[src/rtl/fetch_pkg.sv]
// ---------------------------------------------------------------------------
// fetch_pkg
//
// Shared definitions for the instruction-fetch sequencer and its helpers:
//   - default reset vector / IM depth and the derived index width and limit
//   - FSM state encoding (BOOT, RUN, FAULT)
//   - im_limit(): exclusive upper bound of the IM address window, computed
//     in 33 bits so a window touching the top of the address space does not
//     wrap to zero.
// ---------------------------------------------------------------------------
package fetch_pkg;

    localparam logic [31:0] DEF_PC_RESET  = 32'h0000_3000;
    localparam int          DEF_IM_WORDS  = 4096;
    localparam int          DEF_IM_ADDR_W = $clog2(DEF_IM_WORDS);

    // Sequencer state encoding
    typedef logic [1:0] fetch_state_t;
    localparam fetch_state_t ST_BOOT  = 2'd0;
    localparam fetch_state_t ST_RUN   = 2'd1;
    localparam fetch_state_t ST_FAULT = 2'd2;

    function automatic logic [32:0] im_limit(input logic [31:0] base, input int words);
        return {1'b0, base} + (33'(words) << 2);
    endfunction

    localparam logic [32:0] DEF_IM_LIMIT = im_limit(DEF_PC_RESET, DEF_IM_WORDS);

endpackage

[src/rtl/pc_range_check.sv]
// ---------------------------------------------------------------------------
// pc_range_check
//
// Combinational translation of a byte fetch address into an IM word index,
// plus a legality flag for that address.
//
// Ports:
//   pc        in   32         fetch byte address
//   im_index  out  IM_ADDR_W  (pc - PC_RESET) >> 2, wraps modulo IM_WORDS
//   pc_ok     out  1          address is inside the IM window and aligned
//
// Build option: FETCH_FAULT_EN
//   defined     -> pc_ok = PC_RESET <= pc < PC_RESET + 4*IM_WORDS, pc[1:0]==0
//   not defined -> pc_ok is always 1 (index simply wraps)
// ---------------------------------------------------------------------------
module pc_range_check
    import fetch_pkg::*;
#(
    parameter logic [31:0] PC_RESET  = DEF_PC_RESET,
    parameter int          IM_WORDS  = DEF_IM_WORDS,
    localparam int         IM_ADDR_W = $clog2(IM_WORDS)
) (
    input  logic [31:0]          pc,
    output logic [IM_ADDR_W-1:0] im_index,
    output logic                 pc_ok
);

    logic [31:0] offset;

    // Subtraction wraps mod 2^32, so slicing the low bits gives the
    // modulo-IM_WORDS index for any pc, in range or not.
    assign offset   = pc - PC_RESET;
    assign im_index = offset[IM_ADDR_W+1:2];

    // Byte-offset and high bits are not part of the index.
    logic unused_offset_bits;
    assign unused_offset_bits = ^{offset[31:IM_ADDR_W+2], offset[1:0]};

`ifdef FETCH_FAULT_EN
    localparam logic [32:0] LIMIT = im_limit(PC_RESET, IM_WORDS);

    logic in_range;
    assign in_range = ({1'b0, pc} >= {1'b0, PC_RESET}) && ({1'b0, pc} < LIMIT);
    assign pc_ok    = in_range && (pc[1:0] == 2'b00);
`else
    assign pc_ok = 1'b1;
`endif

endmodule

[src/rtl/fetch_sequencer.sv]
// ---------------------------------------------------------------------------
// fetch_sequencer
//
// Owns the program counter and qualifies each IM word as a real fetch.
// Arbitrates sequential PC+4, branch/jump redirects and hazard stalls.
//
// Ports:
//   clk             in   1          rising-edge clock
//   reset           in   1          synchronous, active-high
//   stall           in   1          hazard freeze: pc holds, no fetch
//   redirect_valid  in   1          branch/jump taken this cycle
//   redirect_pc     in   32         redirect target
//   pc              out  32         current fetch address (to IM)
//   im_index        out  IM_ADDR_W  IM word index of pc
//   fetch_valid     out  1          IM word at pc is accepted this cycle
//   fault           out  1          sticky fetch-address fault
//   fault_pc        out  32         pc that raised the fault
//   fetch_count     out  32         accepted fetches since reset (wraps)
//
// Build option: FETCH_FAULT_EN enables the address range check and the
// FAULT state. Without it, fault/fault_pc are constant 0 and every pc is
// fetchable (index wraps modulo IM_WORDS).
//
// States: BOOT (one idle cycle after reset) -> RUN -> FAULT (reset only).
// ---------------------------------------------------------------------------
module fetch_sequencer
    import fetch_pkg::*;
#(
    parameter logic [31:0] PC_RESET  = DEF_PC_RESET,
    parameter int          IM_WORDS  = DEF_IM_WORDS,
    localparam int         IM_ADDR_W = $clog2(IM_WORDS)
) (
    input  logic                 clk,
    input  logic                 reset,
    input  logic                 stall,
    input  logic                 redirect_valid,
    input  logic [31:0]          redirect_pc,
    output logic [31:0]          pc,
    output logic [IM_ADDR_W-1:0] im_index,
    output logic                 fetch_valid,
    output logic                 fault,
    output logic [31:0]          fault_pc,
    output logic [31:0]          fetch_count
);

    fetch_state_t state_reg, state_next;
    logic [31:0]  pc_reg, pc_next;
    logic [31:0]  fetch_count_reg;
    logic         pc_ok;

    pc_range_check #(
        .PC_RESET (PC_RESET),
        .IM_WORDS (IM_WORDS)
    ) u_range (
        .pc       (pc_reg),
        .im_index (im_index),
        .pc_ok    (pc_ok)
    );

    // A word is only a fetch in RUN, with no freeze, no squash and a legal pc.
    assign fetch_valid = (state_reg == ST_RUN) && !stall && !redirect_valid && pc_ok;

    always_comb begin
        state_next = state_reg;
        pc_next    = pc_reg;
        case (state_reg)
            ST_BOOT: begin
                // One idle cycle; stall/redirect deliberately ignored.
                state_next = ST_RUN;
            end
            ST_RUN: begin
`ifdef FETCH_FAULT_EN
                // An illegal pc wins over everything: freeze it for fault_pc.
                if (!pc_ok) begin
                    state_next = ST_FAULT;
                end else
`endif
                // Redirect beats stall so a taken branch is never lost while
                // the pipeline is frozen; the current word is squashed.
                if (redirect_valid) begin
                    pc_next = redirect_pc;
                end else if (!stall && pc_ok) begin
                    pc_next = pc_reg + 32'd4;
                end
            end
`ifdef FETCH_FAULT_EN
            ST_FAULT: begin
                state_next = ST_FAULT;
            end
`endif
            default: begin
                // Unused encoding: restart cleanly from the boot cycle.
                state_next = ST_BOOT;
            end
        endcase
    end

    always_ff @(posedge clk) begin
        if (reset) begin
            state_reg       <= ST_BOOT;
            pc_reg          <= PC_RESET;
            fetch_count_reg <= 32'd0;
        end else begin
            state_reg <= state_next;
            pc_reg    <= pc_next;
            if (fetch_valid) begin
                fetch_count_reg <= fetch_count_reg + 32'd1;
            end
        end
    end

`ifdef FETCH_FAULT_EN
    logic        fault_reg;
    logic [31:0] fault_pc_reg;

    always_ff @(posedge clk) begin
        if (reset) begin
            fault_reg    <= 1'b0;
            fault_pc_reg <= 32'd0;
        end else if (state_reg == ST_RUN && !pc_ok) begin
            fault_reg    <= 1'b1;
            fault_pc_reg <= pc_reg;
        end
    end

    assign fault    = fault_reg;
    assign fault_pc = fault_pc_reg;
`else
    assign fault    = 1'b0;
    assign fault_pc = 32'd0;
`endif

    assign pc          = pc_reg;
    assign fetch_count = fetch_count_reg;

endmodule

[config.mk]
export PLATFORM = sky130hd
export DESIGN_NAME = fetch_sequencer
export DESIGN_NICKNAME = d
export VERILOG_FILES = /design/src/rtl/fetch_pkg.sv /design/src/rtl/pc_range_check.sv /design/src/rtl/fetch_sequencer.sv
export SDC_FILE = /design/constraint.sdc
export NUM_CORES = 1
export LEC_CHECK = 0
export ABC_AREA = 1
export CORE_ASPECT_RATIO = 1.25
export CORE_UTILIZATION = 60
export CTS_BUF_LIST = sky130_fd_sc_hd__clkbuf_8
export DETAILED_ROUTE_END_ITERATION = 16
export DONT_BUFFER_PORTS = 1
export GPL_ROUTABILITY_DRIVEN = 0
export PLACE_DENSITY = 0.76
export SLEW_MARGIN = 40
export SYNTH_ARGS = -nofsm -noshare
export SYNTH_HDL_FRONTEND = slang
export SYNTH_SLANG_ARGS = --single-unit
[constraint.sdc]
create_clock -name clk -period 1.6 [get_ports clk]
set_input_delay 0.32 -clock clk [delete_from_list [all_inputs] [get_ports clk]]
set_output_delay 0.32 -clock clk [all_outputs]
set_load 0.05 [all_outputs]
==> metrics, run 1 <==
run status=completed; count of final setup violators=0; HP Class=in -> reg; CP Class=reg -> out; Synth Flop Type=dfxtp_1; Mapped Cells=approximately 750; Synth Area per Inst=about 6.0 µm²; final WL=~13000 µm; period utilization=a little over nine tenths; Post-DP Area=between 4000 and 5000 µm²; PnR worst setup slack=between 0.04 and 0.05 ns; H-Tree Depth=3; endpoint type of the worst setup path=primary output; wire per inst=14.2 µm; CTS tree=done; post-synthesis sequential area ratio=between 20% and 30%; critical path's largest stage delay=around 0.37 ns; final hold violations=0; worst ir drop on vdd=~470 µV; Max Fclk=roughly 0.64 GHz; vias per std cell=roughly 5.6; Slew Limit Fails=0; Ys Warns=0; first drt pass iteration count=5; initial antenna violation count=0; setup TNS=0 ns; fin crit period=between 1.5 and 2 ns; final net count=850; Die Ht=98.6 µm; Residual DRC=0; layout cells sized above 1=between 20 and 25%; # diodes=0; worst-skew pair later-pin latency=about 0.34 ns; #FFs+latches synth=65; # port buffers=0; Syn Std Cell Area=4480 µm²; CP max stage cell=dfxtp_2; worst hold slack=0.0431 ns; synth unique cells=36; number of synthesized flops with an enable pin=0; Async SR Flop Fraction=0%; total CTS buffers=9; RSZ-0062 raised after global routing=yes; power density cells=727 nW/µm²; Setup Skew=about 0.0090 ns; Layout area overhead=18.3%; largest net degree at the start of global routing=44; vias in the first global route=around 4700; CTS Hold Bufs=0; max cap viols=0; measured slew at the worst slew-check pin=approximately 0.50 ns; DIE AREA=~7800 µm²; worst path cell trace=nand2_4, nor2_4, buf_12; clock sinks=65; Clock Tree Buf Depth=2; Initial Utilization=~63%; Post-DP HPWL=roughly 9500 µm; core box area=~7100 µm²; Final ANT Viol Nets=0; # IOs=around 150; first-pass GRT wire length=20400 µm; final instance area=roughly 5300 µm²; Startpoint Class=flop; filler cell count=624; Root Driver=clkbuf_8; crit path DAT=1.24 ns; die width=a little under 80 µm; grt ovf=0; initial DRC count=~390; dpl ws=0.0298 ns; GRT Total Usage=approximately 33%; Worst Path Max Fanout=8; Reg clk slew, reported paths=roughly 0.070 ns; Slew headroom=about 67%; Leak=about 2.1 nW; FP Rows=34; vias=between 5000 and 6000; critical path required time=1.28 ns
per-layer routing:
metal  GRT usage (%)  share of wire (%)
met5               0                  0
met4            16.9                4.4
met3            6.94                7.4
met2            61.0                 52
met1            34.2                 36
final timing paths:
path,start,end,slack [ns],cells after the start
hold reg to reg,pc[14],pc[14],0.49,2
hold / removal,reset,fetch_count[30],0.04,1
setup / recovery,state_reg[0],fetch_valid,0.04,3
setup reg to reg,state_reg[0],fetch_count[24],0.08,9
through the flow:
step           cells  total power, mW  util (%)
2_1_floorplan    783             2.54         -
3_3_place_gp     888             2.60      69.8
3_5_place_dp     888             2.62      69.8
4_1_cts          904             3.83      72.2
5_1_grt          906             4.01      74.6
6_report         906             3.85      74.6
cell type report:
type,instances,area [µm²],share of cell area [%]
Clock buffer,10,138,2.60
Tap cell,90,113,2.13
Clock inverter,6,27.5,0.520
Inverter,59,221,4.18
Sequential cell,65,1360,25.6
Multi-Input combinational cell,597,2810,53.1
Timing Repair Buffer,79,631,11.9
kinds of logic after synthesis:
| logic type | Yosys count | synth area share [%] |
|---|---|---|
| and+or+nand+nor | 476 | 45.4 |
| buffers and inverters | 121 | 14.0 |
| AOI/OAI and AO/OA | 80 | 9.64 |
| DFF | 65 | 29.1 |
| xor gates and xnor gates | 5 | 0.978 |
| adders and majority gates | 3 | 0.838 |
| other | 1 | 0.0837 |
worst max-delay path: cells and delay by family (launching register included):
kind | cells | cell delay (ns)
buf+inv | 1 | 0.20
flops | 1 | 0.37
simple gates | 2 | 0.32
Yosys cell counts (2+ instances only):
master      n  area share (%)
a21oi_1    42             4.7
and3_1      2            0.28
buf_1       2            0.17
buf_2      10             1.1
buf_4      43             7.2
clkbuf_1    7            0.59
dfxtp_1    65              29
ha_1        3            0.84
inv_1      54             4.5
inv_2       5            0.42
nand2_1   236              20
nand2_2     6            0.84
nand3_1    44             4.9
nand3b_1    8             1.3
nand4_1     7            0.98
nor2_1    140              12
nor2_2     14             2.0
nor2_4      5             1.3
nor3_1      8            0.89
o211ai_1    5            0.84
o21ai_0    21             2.3
o21ai_1     4            0.45
o22ai_1     2            0.28
or2_0       2            0.28
xor2_1      5            0.98
report_power, final:
group | switching (mW) | internal [mW] | leakage [nW]
Clock | 0.660 | 0.583 | 0.0982
Sequential | 0.0755 | 1.67 | 0.543
Combinational | 0.660 | 0.197 | 1.46
Total | 1.40 | 2.46 | 2.10
repair_timing:
| action | CTS | global route |
|---|---|---|
| pin swaps | 0 | 9 |
| setup buffers | 0 | 2 |
| setup endpoints to repair | 2 | 28 |
| resized for setup | 3 | 41 |
cells in the final DEF (no fill, tap or decap), drive strengths merged, types with 2 or more instances in the layout:
cell type,Yosys,layout
a21oi,42,42
and3,2,2
buf,55,79
clkbuf,7,10
clkinv,0,4
conb,1,33
dfxtp,65,65
ha,3,3
inv,59,61
nand2,243,243
nand3,44,44
nand3b,8,8
nand4,8,8
nor2,160,160
nor3,8,8
o211ai,5,5
o21ai,25,25
o22ai,2,2
or2,2,2
xor2,5,5
Power figures use the tool's default switching activity.
==> run 2, diff against run 1 <==
--- a/config.mk
+++ b/config.mk
@@ -13,6 +13,7 @@
 export DONT_BUFFER_PORTS = 1
 export GPL_ROUTABILITY_DRIVEN = 0
 export PLACE_DENSITY = 0.76
+export SETUP_SLACK_MARGIN = 0.4
 export SLEW_MARGIN = 40
 export SYNTH_ARGS = -nofsm -noshare
 export SYNTH_HDL_FRONTEND = slang
==> metrics, run 2 <==
Last stage=4_1_cts; synth unique cells=36; Die Ht=slightly below 100 µm; H-Tree Depth=3; Halt Reason=[ERROR DPL-0033] detailed placement checks failed during check placement.; top cell type's share of synthesized area=29.1%; # port buffers=0; top cells by area, synth=dfxtp_1 (29%), nand2_1 (20%), nor2_1 (12%); buffer count from post-CTS setup fixing=50; die width=79.3 µm; #FFs+latches synth=65; Resize count post-CTS=about 250; CTS Hold Bufs=0; total CTS buffers=9; Mapped Cells=between 700 and 800; number of synthesized flops with an enable pin=0; Initial Utilization=approximately 63%; Inst Count DP=around 880; clock sinks=65; run status=aborted with a tool error; Root Driver=clkbuf_8; # IOs=between 100 and 150; post-synthesis sequential area ratio=roughly 29%; Clock Tree Buf Depth=2; Post-DP HPWL=between 9000 and 10000 µm; FP Rows=34; Syn Std Cell Area=4480 µm²; Synth Flop Type=dfxtp_1; Synth Area per Inst=~6.0 µm²; cell taking the most area after synthesis=dfxtp_1; Async SR Flop Fraction=0%; cell with the most instances after synthesis=nand2_1; Synth top cells by count=nand2_1 (236), nor2_1 (140), dfxtp_1 (65), inv_1 (54), nand3_1 (44); dpl ws=0.111 ns; Ys Warns=0
run 2: per-stage QoR:
stage               area [µm²]  hold slack, ns
detailed placement        5360           0.385
global placement          5360           0.383
floorplan                 5140           0.472
run 2: kinds of logic after synthesis:
kind of cell	share of synthesized area [%]
compound gates	9.64
simple gates	45.4
buf+inv	14.0
flops	29.1
fa+ha+maj	0.838
other cells	0.0837
xor+xnor	0.978
==> run 3, diff against run 2 <==
--- a/config.mk
+++ b/config.mk
@@ -6,14 +6,11 @@
 export NUM_CORES = 1
 export LEC_CHECK = 0
 export ABC_AREA = 1
-export CORE_ASPECT_RATIO = 1.25
-export CORE_UTILIZATION = 60
-export CTS_BUF_LIST = sky130_fd_sc_hd__clkbuf_8
+export CORE_UTILIZATION = 40
 export DETAILED_ROUTE_END_ITERATION = 16
 export DONT_BUFFER_PORTS = 1
 export GPL_ROUTABILITY_DRIVEN = 0
-export PLACE_DENSITY = 0.76
-export SETUP_SLACK_MARGIN = 0.4
+export PLACE_DENSITY_LB_ADDON = 0.15
 export SLEW_MARGIN = 40
 export SYNTH_ARGS = -nofsm -noshare
 export SYNTH_HDL_FRONTEND = slang
==> metrics, run 3 (same netlist as run 1, synthesis figures left out) <==
Root Driver=clkbuf_8; endpoint type of the worst setup path=primary output; Initial Utilization=between 40% and 50%; CP max stage cell=dfxtp_4; area of the multi-input gates=approximately 2800 µm²; power density cells=about 750 nW/µm²; H-Tree Depth=3; first-pass GRT wire length=about 21000 µm; Setup Skew=0.00684 ns; clock sinks=between 60 and 70; Inst Count DP=938; core box area=between 10000 and 15000 µm²; Reg clk slew, reported paths=~0.070 ns; HP Class=in -> reg; Buf/Inv on CP=1; max cap viols=0; final net count=between 800 and 900; Layout area overhead=21.5%; Sw Share=a little over a third; worst hold slack=0.0247 ns; Layout Cells excl Fill=960; CP Class=reg -> out; final hold violations=0; Final ANT Viol Nets=0; Leak=2.09 nW; # port buffers=0; most frequent cells in the layout=nand2_1 (232), nor2_1 (129), buf_4 (79), inv_1 (53), nand3_1 (42); largest net degree at the start of global routing=44; FP Rows=38; Logic pwr share=a little over a fifth; Startpoint Class=flop; die width=~110 µm; vias per std cell=approximately 5; grt ovf=0; Post-DP HPWL=9950 µm; critical path's largest stage delay=0.39 ns; critical path required time=roughly 1.3 ns; Slew Limit Fails=0; P_int=~2.6 mW; DIE AREA=between 10000 and 15000 µm²; Clock Tree Buf Depth=2; Max Fclk=0.641 GHz; Clock Power Share=a little over a third; Slew headroom=~66%; worst ir drop on vdd=about 310 µV; layout cells sized above 1=22.3%; GRT Total Usage=a little under a quarter; # diodes=0; period utilization=97.4%; vias in the first global route=between 4000 and 5000; fin crit period=1.56 ns; measured slew at the worst slew-check pin=approximately 0.50 ns; # IOs=~150; initial antenna violation count=0; crit path DAT=roughly 1.2 ns; Flop pwr share=between 40% and 50%; worst path cell trace=nand2_8, nor2_4, buf_12; Residual DRC=0; CTS tree=done; FF/Latch Area=between 1000 and 1500 µm²; Crit path max-delay family=flip-flops; count of final setup violators=0; worst-skew pair later-pin latency=0.36 ns; most common cell after layout, fill and taps aside=nand2_1; final WL=roughly 13000 µm; PnR worst setup slack=a little over 0.04 ns; dpl ws=-0.0764 ns; filler cell count=around 1100; wire per inst=approximately 14 µm; first drt pass iteration count=5; Die Ht=approximately 110 µm; run status=completed; total CTS buffers=9; vias=roughly 4800; initial DRC count=227; Psw=between 1 and 1.5 mW; Worst Path Max Fanout=6
-- run 3: final cells by class --
| type | instances | share of cell area, % |
|---|---|---|
| Multi-Input combinational cell | 597 | 51.8 |
| Tap cell | 140 | 3.22 |
| Timing Repair Buffer | 83 | 12.5 |
| Sequential cell | 65 | 24.9 |
| Clock buffer | 13 | 2.74 |
| Inverter | 59 | 4.14 |
| Clock inverter | 3 | 0.736 |
-- run 3: power groups by stage --
stage	Sequential (mW)	Combinational (mW)	Clock (mW)
floorplan	1.96	0.583	0
global placement	1.78	0.836	0
detailed placement	1.78	0.840	0
CTS	1.74	0.847	1.48
global route	1.76	0.928	1.57
finish	1.75	0.868	1.44
-- run 3: worst paths after layout --
check             depth (start not counted)               to  slack (ns)          from
hold reg to reg                           2           pc[11]        0.49        pc[11]
hold / removal                            1           pc[31]        0.02         reset
setup / recovery                          3      fetch_valid        0.04  state_reg[0]
setup reg to reg                          9  fetch_count[24]        0.08  state_reg[0]
-- run 3: what timing repair did --
action,CTS,global route
pin swaps,1,9
hold buffers,0,0
resized for setup,6,37
setup endpoints to repair,9,31
cloned,0,1
endpoints found under the hold margin,0,0
setup buffers,0,5
-- run 3: stage by stage --
step           util, %  cell area (µm²)  power, mW  setup TNS, ns
5_1_grt           50.0             5440       4.26        -0.0404
2_1_floorplan        -             4650       2.54              0
3_3_place_gp      46.1             5020       2.61        -0.0410
4_1_cts           48.0             5230       4.07        -0.0364
6_report          50.0             5440       4.06              0
3_5_place_dp      46.1             5020       2.62         -0.219
-- run 3: per-layer routing --
metal | GRT usage, % | vias to the layer above | wire length, µm
li1 | - | 2433 | -
met1 | 27.2 | 2200 | 5700
met2 | 41.3 | 124 | 6580
met3 | 5.15 | 23 | 766
met4 | 9.69 | 0 | 345
met5 | 0 | - | 0
